--- src/rtl/instr_decode.sv ---
// RV32I decode stage: register file, control decode, immediate generation,
// load-use hazard detection, JAL redirect in ID and the ID/EX pipeline register.
module instr_decode #(
    parameter int          XLEN      = 32,
    parameter logic [31:0] NOP_INSTR = 32'h0
) (
    input  logic            clk,
    input  logic            rst,
    input  logic [31:0]     IF_ID_Instr,
    input  logic [31:0]     IF_ID_PC,
    input  logic            ex_flush,
    input  logic            WB_RegWrite,
    input  logic [4:0]      WB_rd,
    input  logic [XLEN-1:0] WB_data,
    output logic            hz_IF_ID_Write,
    output logic            hz_PC_Write,
    output logic            cu_IF_flush,
    output logic [1:0]      cu_PCsrc,
    output logic [31:0]     J_sign_extend,
    output logic [31:0]     ID_EX_PC,
    output logic [XLEN-1:0] ID_EX_rs1_data,
    output logic [XLEN-1:0] ID_EX_rs2_data,
    output logic [31:0]     ID_EX_imm,
    output logic [4:0]      ID_EX_rs1,
    output logic [4:0]      ID_EX_rs2,
    output logic [4:0]      ID_EX_rd,
    output logic [2:0]      ID_EX_funct3,
    output logic [3:0]      ID_EX_ALUop,
    output logic            ID_EX_ALUSrc,
    output logic            ID_EX_MemRead,
    output logic            ID_EX_MemWrite,
    output logic            ID_EX_RegWrite,
    output logic            ID_EX_MemtoReg,
    output logic            ID_EX_Branch,
    output logic            ID_EX_JARL,
    output logic [1:0]      ID_EX_PCsrc
);

    localparam logic [6:0] OP_LOAD   = 7'h03;
    localparam logic [6:0] OP_IMM    = 7'h13;
    localparam logic [6:0] OP_AUIPC  = 7'h17;
    localparam logic [6:0] OP_STORE  = 7'h23;
    localparam logic [6:0] OP_REG    = 7'h33;
    localparam logic [6:0] OP_LUI    = 7'h37;
    localparam logic [6:0] OP_BRANCH = 7'h63;
    localparam logic [6:0] OP_JALR   = 7'h67;
    localparam logic [6:0] OP_JAL    = 7'h6F;

    // ALU_ADDPC selects PC as operand A (AUIPC, JAL link); all others use rs1.
    localparam logic [3:0] ALU_ADD   = 4'd0;
    localparam logic [3:0] ALU_SUB   = 4'd1;
    localparam logic [3:0] ALU_SLL   = 4'd2;
    localparam logic [3:0] ALU_SLT   = 4'd3;
    localparam logic [3:0] ALU_SLTU  = 4'd4;
    localparam logic [3:0] ALU_XOR   = 4'd5;
    localparam logic [3:0] ALU_SRL   = 4'd6;
    localparam logic [3:0] ALU_SRA   = 4'd7;
    localparam logic [3:0] ALU_OR    = 4'd8;
    localparam logic [3:0] ALU_AND   = 4'd9;
    localparam logic [3:0] ALU_LUI   = 4'd10;
    localparam logic [3:0] ALU_ADDPC = 4'd11;

    logic [31:0]     instr;
    logic [6:0]      opcode;
    logic [2:0]      funct3;
    logic            is_nop;
    logic [31:0]     imm_i, imm_s, imm_b, imm_u, imm_j;

    logic [3:0]      alu_op;
    logic            alu_src, mem_read, mem_write, reg_write, mem_to_reg;
    logic            branch, jalr, is_jal;
    logic [1:0]      pc_src;
    logic [31:0]     imm;
    logic            rs1_used, rs2_used, rd_used;
    logic [4:0]      rs1_idx, rs2_idx, rd_idx;

    logic [XLEN-1:0] regs [32];
    logic [XLEN-1:0] rs1_data, rs2_data;
    logic            stall;
    logic            jal_take;

    assign instr  = IF_ID_Instr;
    assign opcode = instr[6:0];
    assign funct3 = instr[14:12];
    assign is_nop = (instr == NOP_INSTR);

    assign imm_i = {{20{instr[31]}}, instr[31:20]};
    assign imm_s = {{20{instr[31]}}, instr[31:25], instr[11:7]};
    assign imm_b = {{19{instr[31]}}, instr[31], instr[7], instr[30:25], instr[11:8], 1'b0};
    assign imm_u = {instr[31:12], 12'b0};
    assign imm_j = {{11{instr[31]}}, instr[31], instr[19:12], instr[20], instr[30:21], 1'b0};

    function automatic logic [3:0] alu_decode(input logic [2:0] f3, input logic alt);
        logic [3:0] op;
        case (f3)
            3'b000:  op = alt ? ALU_SUB : ALU_ADD;
            3'b001:  op = ALU_SLL;
            3'b010:  op = ALU_SLT;
            3'b011:  op = ALU_SLTU;
            3'b100:  op = ALU_XOR;
            3'b101:  op = alt ? ALU_SRA : ALU_SRL;
            3'b110:  op = ALU_OR;
            default: op = ALU_AND;
        endcase
        return op;
    endfunction

    // Control decode and immediate select; unknown opcodes fall through as a bubble.
    always_comb begin
        alu_op     = ALU_ADD;
        alu_src    = 1'b0;
        mem_read   = 1'b0;
        mem_write  = 1'b0;
        reg_write  = 1'b0;
        mem_to_reg = 1'b0;
        branch     = 1'b0;
        jalr       = 1'b0;
        is_jal     = 1'b0;
        pc_src     = 2'b00;
        imm        = 32'h0;
        rs1_used   = 1'b0;
        rs2_used   = 1'b0;
        rd_used    = 1'b0;
        if (!is_nop) begin
            case (opcode)
                OP_REG: begin
                    rs1_used  = 1'b1;
                    rs2_used  = 1'b1;
                    rd_used   = 1'b1;
                    reg_write = 1'b1;
                    alu_op    = alu_decode(funct3, instr[30]);
                end
                OP_IMM: begin
                    rs1_used  = 1'b1;
                    rd_used   = 1'b1;
                    reg_write = 1'b1;
                    alu_src   = 1'b1;
                    imm       = imm_i;
                    // bit 30 only distinguishes SRAI; ADDI with it set is still ADD
                    alu_op    = alu_decode(funct3, instr[30] && (funct3 == 3'b101));
                end
                OP_LOAD: begin
                    rs1_used   = 1'b1;
                    rd_used    = 1'b1;
                    reg_write  = 1'b1;
                    mem_read   = 1'b1;
                    mem_to_reg = 1'b1;
                    alu_src    = 1'b1;
                    imm        = imm_i;
                end
                OP_STORE: begin
                    rs1_used  = 1'b1;
                    rs2_used  = 1'b1;
                    mem_write = 1'b1;
                    alu_src   = 1'b1;
                    imm       = imm_s;
                end
                OP_BRANCH: begin
                    rs1_used = 1'b1;
                    rs2_used = 1'b1;
                    branch   = 1'b1;
                    pc_src   = 2'b01;
                    alu_op   = ALU_SUB;
                    imm      = imm_b;
                end
                OP_JALR: begin
                    rs1_used  = 1'b1;
                    rd_used   = 1'b1;
                    reg_write = 1'b1;
                    jalr      = 1'b1;
                    pc_src    = 2'b11;
                    alu_src   = 1'b1;
                    imm       = imm_i;
                end
                OP_LUI: begin
                    rd_used   = 1'b1;
                    reg_write = 1'b1;
                    alu_src   = 1'b1;
                    alu_op    = ALU_LUI;
                    imm       = imm_u;
                end
                OP_AUIPC: begin
                    rd_used   = 1'b1;
                    reg_write = 1'b1;
                    alu_src   = 1'b1;
                    alu_op    = ALU_ADDPC;
                    imm       = imm_u;
                end
                OP_JAL: begin
                    // target is taken in ID; EX only produces the link value PC+4
                    is_jal    = 1'b1;
                    rd_used   = 1'b1;
                    reg_write = 1'b1;
                    alu_src   = 1'b1;
                    alu_op    = ALU_ADDPC;
                    imm       = 32'd4;
                end
                default: ;
            endcase
        end
    end

    assign rs1_idx = rs1_used ? instr[19:15] : 5'd0;
    assign rs2_idx = rs2_used ? instr[24:20] : 5'd0;
    assign rd_idx  = rd_used  ? instr[11:7]  : 5'd0;

    // Register file write port; x0 is never written and reads back as zero.
    always_ff @(posedge clk) begin
        if (rst) begin
            for (int i = 0; i < 32; i++) regs[i] <= '0;
        end else if (WB_RegWrite && (WB_rd != 5'd0)) begin
            regs[WB_rd] <= WB_data;
        end
    end

    // Read ports with same-cycle writeback bypass.
    always_comb begin
        rs1_data = '0;
        rs2_data = '0;
        if (rs1_idx != 5'd0)
            rs1_data = (WB_RegWrite && (WB_rd == rs1_idx)) ? WB_data : regs[rs1_idx];
        if (rs2_idx != 5'd0)
            rs2_data = (WB_RegWrite && (WB_rd == rs2_idx)) ? WB_data : regs[rs2_idx];
    end

    // Load-use: the stalled instruction re-decodes next cycle against a bubble,
    // so the stall can never last more than one cycle.
    assign stall = ID_EX_MemRead && (ID_EX_rd != 5'd0) &&
                   ((rs1_used && (instr[19:15] == ID_EX_rd)) ||
                    (rs2_used && (instr[24:20] == ID_EX_rd)));

    assign hz_IF_ID_Write = ~stall;
    assign hz_PC_Write    = ~stall;
    assign jal_take       = is_jal && !ex_flush && !stall;
    assign cu_IF_flush    = jal_take;
    assign cu_PCsrc       = jal_take ? 2'b10 : 2'b00;
    assign J_sign_extend  = imm_j;

    // ID/EX register; reset, flush and stall all load an all-zero bubble.
    always_ff @(posedge clk) begin
        if (rst || ex_flush || stall) begin
            ID_EX_PC       <= '0;
            ID_EX_rs1_data <= '0;
            ID_EX_rs2_data <= '0;
            ID_EX_imm      <= '0;
            ID_EX_rs1      <= '0;
            ID_EX_rs2      <= '0;
            ID_EX_rd       <= '0;
            ID_EX_funct3   <= '0;
            ID_EX_ALUop    <= '0;
            ID_EX_ALUSrc   <= 1'b0;
            ID_EX_MemRead  <= 1'b0;
            ID_EX_MemWrite <= 1'b0;
            ID_EX_RegWrite <= 1'b0;
            ID_EX_MemtoReg <= 1'b0;
            ID_EX_Branch   <= 1'b0;
            ID_EX_JARL     <= 1'b0;
            ID_EX_PCsrc    <= 2'b00;
        end else begin
            ID_EX_PC       <= IF_ID_PC;
            ID_EX_rs1_data <= rs1_data;
            ID_EX_rs2_data <= rs2_data;
            ID_EX_imm      <= imm;
            ID_EX_rs1      <= rs1_idx;
            ID_EX_rs2      <= rs2_idx;
            ID_EX_rd       <= rd_idx;
            ID_EX_funct3   <= is_nop ? 3'b000 : funct3;
            ID_EX_ALUop    <= alu_op;
            ID_EX_ALUSrc   <= alu_src;
            ID_EX_MemRead  <= mem_read;
            ID_EX_MemWrite <= mem_write;
            ID_EX_RegWrite <= reg_write;
            ID_EX_MemtoReg <= mem_to_reg;
            ID_EX_Branch   <= branch;
            ID_EX_JARL     <= jalr;
            ID_EX_PCsrc    <= pc_src;
        end
    end

endmodule

--- config.mk ---
export PLATFORM = sky130hd
export DESIGN_NAME = instr_decode
export DESIGN_NICKNAME = d
export VERILOG_FILES = /design/src/rtl/instr_decode.sv
export SDC_FILE = /design/constraint.sdc
export NUM_CORES = 2
export LEC_CHECK = 0
export ABC_AREA = 1
export ABC_CLOCK_PERIOD_IN_PS = 7800
export CORE_MARGIN = 2
export CORE_UTILIZATION = 35
export DETAILED_ROUTE_END_ITERATION = 7
export GPL_ROUTABILITY_DRIVEN = 0
export PLACE_DENSITY = 0.59
export SYNTH_ARGS = -nofsm -noshare
export SYNTH_HDL_FRONTEND = slang
export SYNTH_SLANG_ARGS = --single-unit
export TNS_END_PERCENT = 20
--- constraint.sdc ---
create_clock -name clk -period 7.8 [get_ports clk]
set_clock_uncertainty 0.05 [all_clocks]
set_input_delay 2.34 -clock clk [delete_from_list [all_inputs] [get_ports clk]]
set_output_delay 2.34 -clock clk [all_outputs]
set_load 0.005 [all_outputs]
==> results_dict.tcl <==
set metrics [dict create \
    fin_ws_ns 0.9331 \
    vias_per_cell 5.790 \
    leakage_nw 29.87 \
    netlist_instances 7887 \
    report.final.slew_viol_count 0 \
    hp-start "regs[11][26]" \
    routed_wl_um 257900 \
    reg2reg_from "ID_EX_rd[1]" \
    slowest_delay_ns 0.64 \
    root_buffer "clkbuf_16" \
    ioPinCount 301 \
    tightest_slew_ns 1.286 \
    relSlewSlack_pct 14.20 \
    grt_pass1_vias 55050 \
    placed_cell_area_um2 68620 \
    fp.coreArea_um2 181100 \
    synth-edff-count 1024 \
    route.detailed.drc 3 \
    ant_nets 0 \
    worstSetupPathType "in2out" \
    netlist_area_um2 63900 \
    dp.cells 10040 \
    post-synth-top-area-cell "edfxtp_1" \
    finalHoldViolCount 0 \
    cts_tree "built" \
    dp_hpwl_um 151200 \
    clock-sinks 1181 \
    cap_violations 0 \
    place_ws_ns 0.9756 \
    drt_iter0_markers 8574 \
    synth_seq_cells 1181 \
    dr.pass1.iters 8 \
    setup.worst_path.start_class "primary input" \
    cts_resized 0 \
    drive_gt1_share_pct 5.412 \
    grt_pass1_wl_um 371400 \
    wl_per_cell_um 25.09 \
    max_freq_mhz 145.6 \
    critical_path.top_delay_family "buffers and inverters" \
    std_cell_rows 156 \
    antenna_found_initial 4 \
    end_kind "output port" \
    timing.rr.end "ID_EX_rs1_data[1]" \
    path_buf_inv 2 \
    crit_path_cell_trace "clkdlybuf4s50_1 -> nand2_1 -> nor2_1 -> nand2_2 -> nand4_4 -> nand3_1 -> nand2_1 -> nand3_1 -> clkdlybuf4s50_1" \
    post_cts_buffers 0 \
    fin_cells 10280 \
    grt_overflow 0 \
    rrSetupSlack_ns 5.08 \
    r2r_cells 12 \
    clk_latency_ns 0.82 \
    vias 59520 \
    hold_end "ID_EX_rs1_data[26]" \
    die_h_um 431.3 \
    die-area_um2 186000 \
    ys.flop_type "edfxtp_1" \
    async_flop_share_pct 0 \
    yosysUniqueCellTypes 43 \
    ir_drop_mv 0.2487 \
    setup_viol 0 \
    synth_top_cell_area_share_pct 48.12 \
    finalNetCount 7908 \
    design_area_um2 72920 \
    cp.arrival_ns 4.48 \
    fin_crit_ns 6.867 \
    power.total_mw 15.07 \
    hold_buffers 0 \
    rsz0062_at_grt "false" \
    setup_tns_ns 0 \
    area_delta_synth_final_pct 14.12 \
    crit_slowest_cell "clkdlybuf4s50_1" \
    holdCritPathClass "reg2reg" \
    seq_area_frac_synth_pct 53.04 \
    fin_crit_sh_pct 88.04 \
    fillers 17950 \
    avgSynthCellArea_um2 8.102 \
    pwr_density_cell_nw_per_um2 206.6 \
    hold_depth 6 \
    violations "design-rule violations" \
    synth_warnings 0 \
    fin_util_pct 40.26 \
    start_util_pct 35.28 \
    grt_max_degree 180 \
    crit_fanout 5 \
    clk_pin_slew_ns 0.06 \
    synth_common_cells "1796 x nor2_1, 1402 x nand2_1, 1024 x edfxtp_1, 922 x nand3_1, 581 x inv_1" \
    outcome "complete, but fails checks" \
    numPortBuffers 298 \
    hold_slack_ns 0.7618 \
    die_w_um 431.3 \
    ctsLongestPathBuffers 3 \
    synth_area_leaders "edfxtp_1 48%, nor2_1 11%, nand2_1 8.2%" \
    numCtsBuffers 136 \
    htree_levels 4 \
    synth.most_common_cell "nor2_1" \
    grt_use_total_pct 26.76 \
    critPathRequiredTime_ns 5.41 \
]
==> per-layer routing <==
| metal | routed length (µm) | vias to the layer above | GRT usage [%] | part of all wire [%] |
|---|---|---|---|---|
| met1 | 97740 | 28460 | 34.91 | 38 |
| li1 | - | 26080 | - | - |
| met3 | 33380 | 698 | 6.818 | 13 |
| met2 | 113700 | 4282 | 41.55 | 44 |
| met5 | 16 | - | 0 | 0.0062 |
| met4 | 13050 | 2 | 12.56 | 5.1 |
==> layout make-up <==
type	count	area, µm²	share of cell area (%)
Sequential cell	1181	33890	46.48
Multi-Input combinational cell	5408	24840	34.07
Timing Repair Buffer	482	4677	6.414
Clock buffer	195	3876	5.316
Tap cell	2370	2965	4.066
Inverter	594	2245	3.078
Clock inverter	48	417.9	0.5731
Antenna cell	2	5.005	0.006863
==> worst reg2reg max path: cells and delay by family, from the launching register on <==
| family | cells | cell delay, ns |
|---|---|---|
| AOI/OAI and AO/OA | 2 | 0.13 |
| xor gates and xnor gates | 1 | 0.16 |
| buffers and inverters | 2 | 0.80 |
| and+or+nand+nor | 7 | 0.97 |
| DFF | 1 | 0.45 |
==> logic make-up after synthesis <==
kind of cell	Yosys count	synth area share, %
XOR/XNOR	16	0.2193
other	1	0.005869
AO/OA/AOI/OAI	1030	9.898
flip-flops	1181	53.04
AND/OR/NAND/NOR	4328	28.35
buffers and inverters	1331	8.483
==> how the worst max path moves through the flow <==
| stage | slack (ns) | cells after the start | from | to |
|---|---|---|---|---|
| finish | 0.93 | 9 | IF_ID_Instr[5] | hz_IF_ID_Write |
| global route | 0.80 | 9 | IF_ID_Instr[5] | hz_PC_Write |
| CTS | 0.97 | 8 | IF_ID_Instr[3] | hz_IF_ID_Write |
| detailed placement | 0.98 | 8 | IF_ID_Instr[3] | hz_IF_ID_Write |
| global placement | 0.95 | 6 | IF_ID_Instr[5] | cu_IF_flush |
| floorplan | 1.92 | 8 | IF_ID_Instr[3] | hz_PC_Write |
==> sequential cells by signal (all words and copies together), names as in the netlist, 3 cells and up <==
name and flops:
ID_EX_rs1 5, ID_EX_rd 5, regs 1024, ID_EX_rs2_data 32
ID_EX_rs1_data 32, ID_EX_imm 32, ID_EX_PC 32, ID_EX_ALUop 4
ID_EX_rs2 5, ID_EX_funct3 3
==> cells in the final DEF (no fill, tap or decap), types with 12 or more instances in the layout <==
cell / count
o21ai_1: 67
nand3_1: 920
a21oi_1: 240
clkinv_1: 24
edfxtp_1: 1024
conb_1: 34
o2111ai_1: 160
clkinv_2: 19
nor2_1: 1795
nand3b_1: 160
clkbuf_1: 40
clkdlybuf4s50_1: 293
clkbuf_8: 12
buf_12: 25
clkbuf_16: 142
o211ai_1: 205
inv_1: 569
nand2_2: 12
o21ai_0: 342
nor3_1: 25
nand2_1: 1390
buf_4: 161
dfxtp_1: 157
==> where the power goes <==
| part | internal, mW | total, mW | switching (mW) |
|---|---|---|---|
| logic | 0.373 | 1.42 | 1.05 |
| registers | 7.17 | 7.29 | 0.126 |
| clock network | 3.63 | 6.35 | 2.73 |
No activity file was read; power rests on OpenSTA's default activity.
